--- config.mk ---
export PLATFORM = sky130hd
export DESIGN_NAME = mem_bus_arbiter
export DESIGN_NICKNAME = d
export VERILOG_FILES = /design/src/rtl/mem_bus_arbiter_pkg.sv /design/src/rtl/mem_bus_arbiter_rsp_id_fifo.sv /design/src/rtl/mem_bus_arbiter.sv
export SDC_FILE = /design/constraint.sdc
export NUM_CORES = 1
export LEC_CHECK = 0
export CORE_AREA = 2 2 108 110
export CTS_CLUSTER_DIAMETER = 60
export DETAILED_ROUTE_END_ITERATION = 16
export DIE_AREA = 0 0 110 112
export DONT_BUFFER_PORTS = 1
export SLEW_MARGIN = 20
export SYNTH_ARGS = -nofsm -noshare
export SYNTH_HDL_FRONTEND = slang
export SYNTH_SLANG_ARGS = --single-unit
--- constraint.sdc ---
create_clock -name clk -period 3 [get_ports clk]
set_clock_uncertainty 0.1 [all_clocks]
set_input_delay 0.6 -clock clk [delete_from_list [all_inputs] [get_ports clk]]
set_output_delay 0.6 -clock clk [all_outputs]
set_load 0.02 [all_outputs]
--- src/rtl/mem_bus_arbiter_pkg.sv ---
// Shared core types used by the memory-side blocks: LSU operation encodings
// and the owner tag that travels with every bus transaction.
package mem_bus_arbiter_pkg;

  typedef enum logic {
    LSU_LOAD  = 1'b0,
    LSU_STORE = 1'b1
  } lsu_op_e;

  typedef enum logic [1:0] {
    LSU_BYTE = 2'd0,
    LSU_HALF = 2'd1,
    LSU_WORD = 2'd2
  } lsu_dtype_e;

  // Which requester owns a bus transaction.
  typedef enum logic {
    OWN_INSTR = 1'b0,
    OWN_DATA  = 1'b1
  } bus_owner_e;

  // Fetches are always full-word reads.
  localparam logic [3:0] FETCH_BE = 4'hF;

endpackage

--- src/rtl/mem_bus_arbiter_rsp_id_fifo.sv ---
// In-order FIFO of transaction owners: one entry is pushed per bus grant and
// popped per bus response, so the head always names the owner of the next
// response.
module rsp_id_fifo
  import mem_bus_arbiter_pkg::*;
#(
  parameter int DEPTH = 2
) (
  input  logic                       clk,
  input  logic                       reset_n,
  input  logic                       push_i,
  input  bus_owner_e                 push_owner_i,
  input  logic                       pop_i,
  output bus_owner_e                 head_o,
  output logic                       full_o,
  output logic                       empty_o,
  output logic [$clog2(DEPTH+1)-1:0] count_o
);

  localparam int PTR_W = (DEPTH > 1) ? $clog2(DEPTH) : 1;
  localparam int CNT_W = $clog2(DEPTH + 1);

  logic [PTR_W-1:0] wr_ptr_q, wr_ptr_d;
  logic [PTR_W-1:0] rd_ptr_q, rd_ptr_d;
  logic [CNT_W-1:0] count_q, count_d;
  bus_owner_e       mem_q [DEPTH];

  logic do_push;
  logic do_pop;

  function automatic logic [PTR_W-1:0] ptr_inc(input logic [PTR_W-1:0] p);
    return (p == PTR_W'(DEPTH - 1)) ? '0 : p + PTR_W'(1);
  endfunction

  assign full_o  = (count_q == CNT_W'(DEPTH));
  assign empty_o = (count_q == '0);
  assign count_o = count_q;
  assign head_o  = mem_q[rd_ptr_q];

  // A full FIFO refuses a push even when a pop happens in the same cycle.
  assign do_push = push_i & ~full_o;
  assign do_pop  = pop_i & ~empty_o;

  // Next-state for pointers and occupancy.
  always_comb begin
    // NOTE: every always_comb target gets a default first so no path leaves it unassigned (no latch).
    wr_ptr_d = wr_ptr_q;
    rd_ptr_d = rd_ptr_q;
    count_d  = count_q;
    if (do_push) wr_ptr_d = ptr_inc(wr_ptr_q);
    if (do_pop)  rd_ptr_d = ptr_inc(rd_ptr_q);
    case ({do_push, do_pop})
      2'b10:   count_d = count_q + CNT_W'(1);
      2'b01:   count_d = count_q - CNT_W'(1);
      default: count_d = count_q;
    endcase
  end

  // Pointer and occupancy registers.
  always_ff @(posedge clk or negedge reset_n) begin
    if (!reset_n) begin
      // NOTE: sequential state uses non-blocking assignments so all registers update together.
      wr_ptr_q <= '0;
      rd_ptr_q <= '0;
      count_q  <= '0;
    end else begin
      wr_ptr_q <= wr_ptr_d;
      rd_ptr_q <= rd_ptr_d;
      count_q  <= count_d;
    end
  end

  // Entry storage.
  // NOTE: storage is deliberately not reset; an entry is only read after it was written, guarded by count.
  always_ff @(posedge clk) begin
    if (do_push) mem_q[wr_ptr_q] <= push_owner_i;
  end

endmodule

--- src/rtl/mem_bus_arbiter.sv ---
// Shares one memory bus between the fetch port and the LSU data port.
// Round-robin selection, held stable until the bus grants, with an owner FIFO
// that routes in-order responses back to whichever port issued them.
module mem_bus_arbiter
  import mem_bus_arbiter_pkg::*;
#(
  parameter int MAX_OUTSTANDING = 2,
  parameter int DATA_FIRST_RST  = 1
) (
  input  logic        clk,
  input  logic        reset_n,
  input  logic        instr_req,
  input  logic [31:0] instr_addr,
  output logic        instr_gnt,
  output logic        instr_valid,
  output logic [31:0] instr_rdata,
  output logic        instr_error,
  input  logic        data_req,
  input  logic        data_wr,
  input  logic [31:0] data_addr,
  input  logic [31:0] data_wdata,
  input  logic [3:0]  data_be,
  output logic        data_gnt,
  output logic        data_valid,
  output logic [31:0] data_rdata,
  output logic        data_error,
  output logic        bus_req,
  output logic        bus_wr,
  output logic [31:0] bus_addr,
  output logic [31:0] bus_wdata,
  output logic [3:0]  bus_be,
  input  logic        bus_gnt,
  input  logic        bus_valid,
  input  logic [31:0] bus_rdata,
  input  logic        bus_error,
  output logic        spurious_rsp
);

  localparam int CNT_W = $clog2(MAX_OUTSTANDING + 1);
  // rr_ptr holds the last winner, so resetting it to the instr port lets data win first.
  localparam bus_owner_e RR_RST = (DATA_FIRST_RST != 0) ? OWN_INSTR : OWN_DATA;

  bus_owner_e rr_ptr_q, rr_ptr_d;
  logic       lock_valid_q, lock_valid_d;
  bus_owner_e lock_owner_q, lock_owner_d;

  bus_owner_e sel;
  logic       sel_req;
  logic       grant;
  logic       pop;

  bus_owner_e       fifo_head;
  logic             fifo_full;
  logic             fifo_empty;
  logic [CNT_W-1:0] fifo_count;

  // Requester selection: locked owner first, then the lone requester, then round-robin.
  always_comb begin
    sel = OWN_DATA;
    if (lock_valid_q) begin
      sel = lock_owner_q;
    end else if (instr_req && !data_req) begin
      sel = OWN_INSTR;
    end else if (data_req && !instr_req) begin
      sel = OWN_DATA;
    end else if (instr_req && data_req) begin
      sel = (rr_ptr_q == OWN_INSTR) ? OWN_DATA : OWN_INSTR;
    end
  end

  assign sel_req = (sel == OWN_INSTR) ? instr_req : data_req;
  assign bus_req = sel_req & ~fifo_full;
  assign grant   = bus_req & bus_gnt;

  assign instr_gnt = grant & (sel == OWN_INSTR);
  assign data_gnt  = grant & (sel == OWN_DATA);

  // Payload mux; when idle the data port's payload is passed through.
  assign bus_addr  = (sel == OWN_INSTR) ? instr_addr : data_addr;
  assign bus_wr    = (sel == OWN_INSTR) ? 1'b0       : data_wr;
  assign bus_wdata = (sel == OWN_INSTR) ? 32'h0      : data_wdata;
  assign bus_be    = (sel == OWN_INSTR) ? FETCH_BE   : data_be;

  // Response routing: the FIFO head names the owner of the arriving response.
  assign pop          = bus_valid & (fifo_count != '0);
  assign spurious_rsp = bus_valid & fifo_empty;
  assign instr_valid  = pop & (fifo_head == OWN_INSTR);
  assign data_valid   = pop & (fifo_head == OWN_DATA);
  assign instr_rdata  = instr_valid ? bus_rdata : 32'h0;
  assign instr_error  = instr_valid & bus_error;
  assign data_rdata   = data_valid ? bus_rdata : 32'h0;
  assign data_error   = data_valid & bus_error;

  // Lock and round-robin next-state.
  always_comb begin
    lock_valid_d = lock_valid_q;
    lock_owner_d = lock_owner_q;
    rr_ptr_d     = rr_ptr_q;
    if (grant) begin
      lock_valid_d = 1'b0;
      rr_ptr_d     = sel;
    end else if (bus_req) begin
      lock_valid_d = 1'b1;
      lock_owner_d = sel;
    end
  end

  // Arbitration state registers.
  always_ff @(posedge clk or negedge reset_n) begin
    if (!reset_n) begin
      rr_ptr_q     <= RR_RST;
      lock_valid_q <= 1'b0;
      lock_owner_q <= OWN_INSTR;
    end else begin
      rr_ptr_q     <= rr_ptr_d;
      lock_valid_q <= lock_valid_d;
      lock_owner_q <= lock_owner_d;
    end
  end

  rsp_id_fifo #(
    .DEPTH (MAX_OUTSTANDING)
  ) u_rsp_id_fifo (
    .clk          (clk),
    .reset_n      (reset_n),
    .push_i       (grant),
    .push_owner_i (sel),
    .pop_i        (pop),
    .head_o       (fifo_head),
    .full_o       (fifo_full),
    .empty_o      (fifo_empty),
    .count_o      (fifo_count)
  );

endmodule

==> summary.txt <==
Status
  • Status: complete, no violations

Synth
  • Mapped Cells: 194
  • Most used flip-flop cell after synthesis: dfrtp_1
  • Syn avg cell area: 8.668 um^2
  • Number of synthesized flops with an enable pin: 2
  • Seq cells post-synth: 9
  • Syn. warnings: 0
  • Mapped cell area: around 1700 um^2
  • Synth top area cells: and2_1 (37%), mux2_4 (17%), dfrtp_1 (10%), mux2_2 (8.7%), edfxtp_1 (3.6%)
  • Most frequent cell after synthesis: and2_1
  • Synth cell count leaders: and2_1 (100), mux2_4 (19), mux2_2 (13), dfrtp_1 (7), buf_2 (6)
  • Yosys top cell by area: and2_1
  • Post-synth top area share: 0.3720
  • Library cells used by synthesis: 34
  • Asr flop ratio synth: 0.7778
  • Synth Net Count: 335
  • Part of the Yosys area used for sequential elements: 0.1399

Clock network
  • TritonCTS clock tree: built
  • CTS clock-pin slew for the worst setup and hold paths: about 0.04 ns
  • # H-tree levels: 1
  • Root Driver: clkbuf_16
  • Clock sink total: 9
  • TritonCTS Buffers: 3
  • Clock buffer depth: 2
  • Insertion delay of the later-clocked pin in the worst-skew pair: 0.23 ns
  • Cts repair resizes: 0

STA
  • Sum Neg Setup Slack: 0 ns
  • Worst-Margin Slew: 0.6793 ns
  • Setup Viol. Count Final: 0
  • Slew Viols, Final: 0
  • Final Hold Fails: 0
  • Fin Hold WS: 0.3891 ns
  • Max Freq: between 0.3 and 0.4 GHz
  • RSZ-0062 raised after global routing: false
  • Slew HR: 0.5462
  • Period utilisation layout: 0.8373
  • Min cycle time layout: 2.512 ns

Global routing
  • Vias in the first global route: between 1000 and 1500
  • Grt total ovfl: 0
  • Largest net degree at the start of global routing: 57
  • First-pass GRT wire length: 8742 um
  • GRT Total Usage: 0.1018
  • Initial antenna violation count: 8

Floorplanning
  • Initial core utilization: 0.1505
  • Site Rows: 39
  • Die X: ~110 um
  • Core Box Area: 11170 um^2
  • Die footprint: 12320 um^2
  • Die Span Y: 112 um
  • Top Ports: 281

Setup path
  • CP Capture Type: primary output
  • Maximum fanout along the worst path: 33
  • Arrival time at the worst endpoint: 1.81 ns
  • Startpoint types: flop
  • Worst Path Required: about 2.3 ns
  • Crit path kind: reg -> out

Detailed routing
  • # DRC: 0
  • Drt initial violations: 46
  • Post-DRT Antenna Nets: 0
  • DRT Pass-1 Iters: 4
  • Vias per cell: approximately 4.3
  • DR WL/cell: between 20 and 25 um
  • Via Count: 1439
  • Final WL: 6968 um

Power
  • Final Total Pwr: approximately 2.4 mW
  • Max IR drop VDD: 0.0003748 V
  • Leakage: 0.7917 nW
  • Cell Pwr Density: 1261 nW/um^2

Job
  • Max cap viols: 0

Finish
  • Nets@finish: around 330
  • Share of cells above drive strength 1: 0.2487
  • P&R area growth vs syn: 13.76%

Placed design
  • IO Port Bufs: 0
  • Placer Congestion: 0.7986
  • Post-DP HPWL: 6369 um

Hold path
  • Worst hold path class: reg -> reg
-- worst max-delay path: stages, from the launching register on --
cell and delay, ns:
dfrtp_1 0.36, mux2i_1 0.26, nor2b_2 0.35, buf_4 0.31, and2_1 0.29
-- cell usage in the layout (no fill, tap or decap) --
cell / n
dfrtp_1: 7
buf_12: 1
buf_4: 3
xnor2_2: 1
mux2_4: 19
nand2b_1: 5
nor3b_1: 1
nor2_2: 1
nand2_1: 1
xor2_1: 1
clkbuf_1: 1
dlygate4sd3_1: 1
a31oi_4: 1
nand2_4: 1
o22a_1: 1
a21bo_1: 1
diode_2: 3
a211oi_4: 1
o21ai_2: 1
nor3b_2: 1
clkbuf_16: 3
a21oi_1: 1
mux2i_1: 1
nor2b_1: 3
ha_1: 1
and2_1: 100
nor3_1: 1
inv_1: 3
mux2_2: 13
o21a_1: 1
nor2_1: 5
nor2b_2: 1
and3_1: 2
edfxtp_1: 2
xnor2_1: 3
-- per-stage QoR --
step | cells | worst slack, ns | instance area (um^2) | util
final | 335 | 0.4881 | 1913 | 0.1712
after floorplan | 194 | 0.7831 | 1682 | -
after CTS | 332 | 0.4551 | 1906 | 0.1705
after detailed placement | 327 | 0.6852 | 1817 | 0.1626
after global routing | 334 | 0.3305 | 1911 | 0.1710
after global placement | 327 | 0.7133 | 1817 | 0.1626
-- flip-flops by register name, summed over array words and instances (netlist names) --
signal,flops
u_rsp_id_fifo.rd_ptr_q,1
lock_owner_q,1
lock_valid_q,1
u_rsp_id_fifo.mem_q,2
u_rsp_id_fifo.wr_ptr_q,1
u_rsp_id_fifo.count_o,2
rr_ptr_q,1
-- per-layer routing --
layer  up-vias  wire (um)  GRT usage
li1        615          -          -
met4         8         75    0.02025
met5         -         53          0
met2       168       3798     0.1910
met1       634       2134    0.09620
met3        14        906    0.05386
-- layout make-up --
class                      count  area [um^2]
timing repair buffer           5        52.55
clock buffer                   4        78.83
tap                          143        178.9
antenna                        3        7.507
fill                        1234         9261
sequential                     9        235.2
multi-input combinational    168         1349
inverter                       3        11.26
-- where the power goes --
part	total [mW]	internal, mW	switching (mW)
clock network	0.234	0.178	0.0570
logic	1.93	0.631	1.30
registers	0.249	0.190	0.0588
-- timing repair --
| action | in CTS | in global routing |
|---|---|---|
| hold buffers | 1 | 0 |
| buffers inserted | 0 | 0 |
| endpoints found under the hold margin | 7 | 0 |
-- logic make-up after synthesis --
logic type / count (synthesis) / synth area share
and+or+nand+nor: 122 / 0.4531
muxes: 33 / 0.2626
buffers and inverters: 17 / 0.06324
DFF: 9 / 0.1399
AOI/OAI and AO/OA: 7 / 0.04315
xor gates and xnor gates: 5 / 0.03051
adders and majority gates: 1 / 0.007439
-- final timing paths --
| path | start | to | slack (ns) | cells after the start |
|---|---|---|---|---|
| setup / recovery | u_rsp_id_fifo.rd_ptr_q | instr_rdata[12] | 0.49 | 4 |
| hold / removal | rr_ptr_q | rr_ptr_q | 0.39 | 1 |
| setup reg to reg | lock_valid_q | u_rsp_id_fifo.count_o[1] | 0.94 | 7 |
| hold reg to reg | rr_ptr_q | rr_ptr_q | 0.39 | 1 |
| max in group asynchronous | reset_n | lock_owner_q | 1.94 | 1 |
| min in group asynchronous | reset_n | u_rsp_id_fifo.count_o[0] | 0.61 | 1 |
Note: power is estimated with default switching activity, not from simulation.
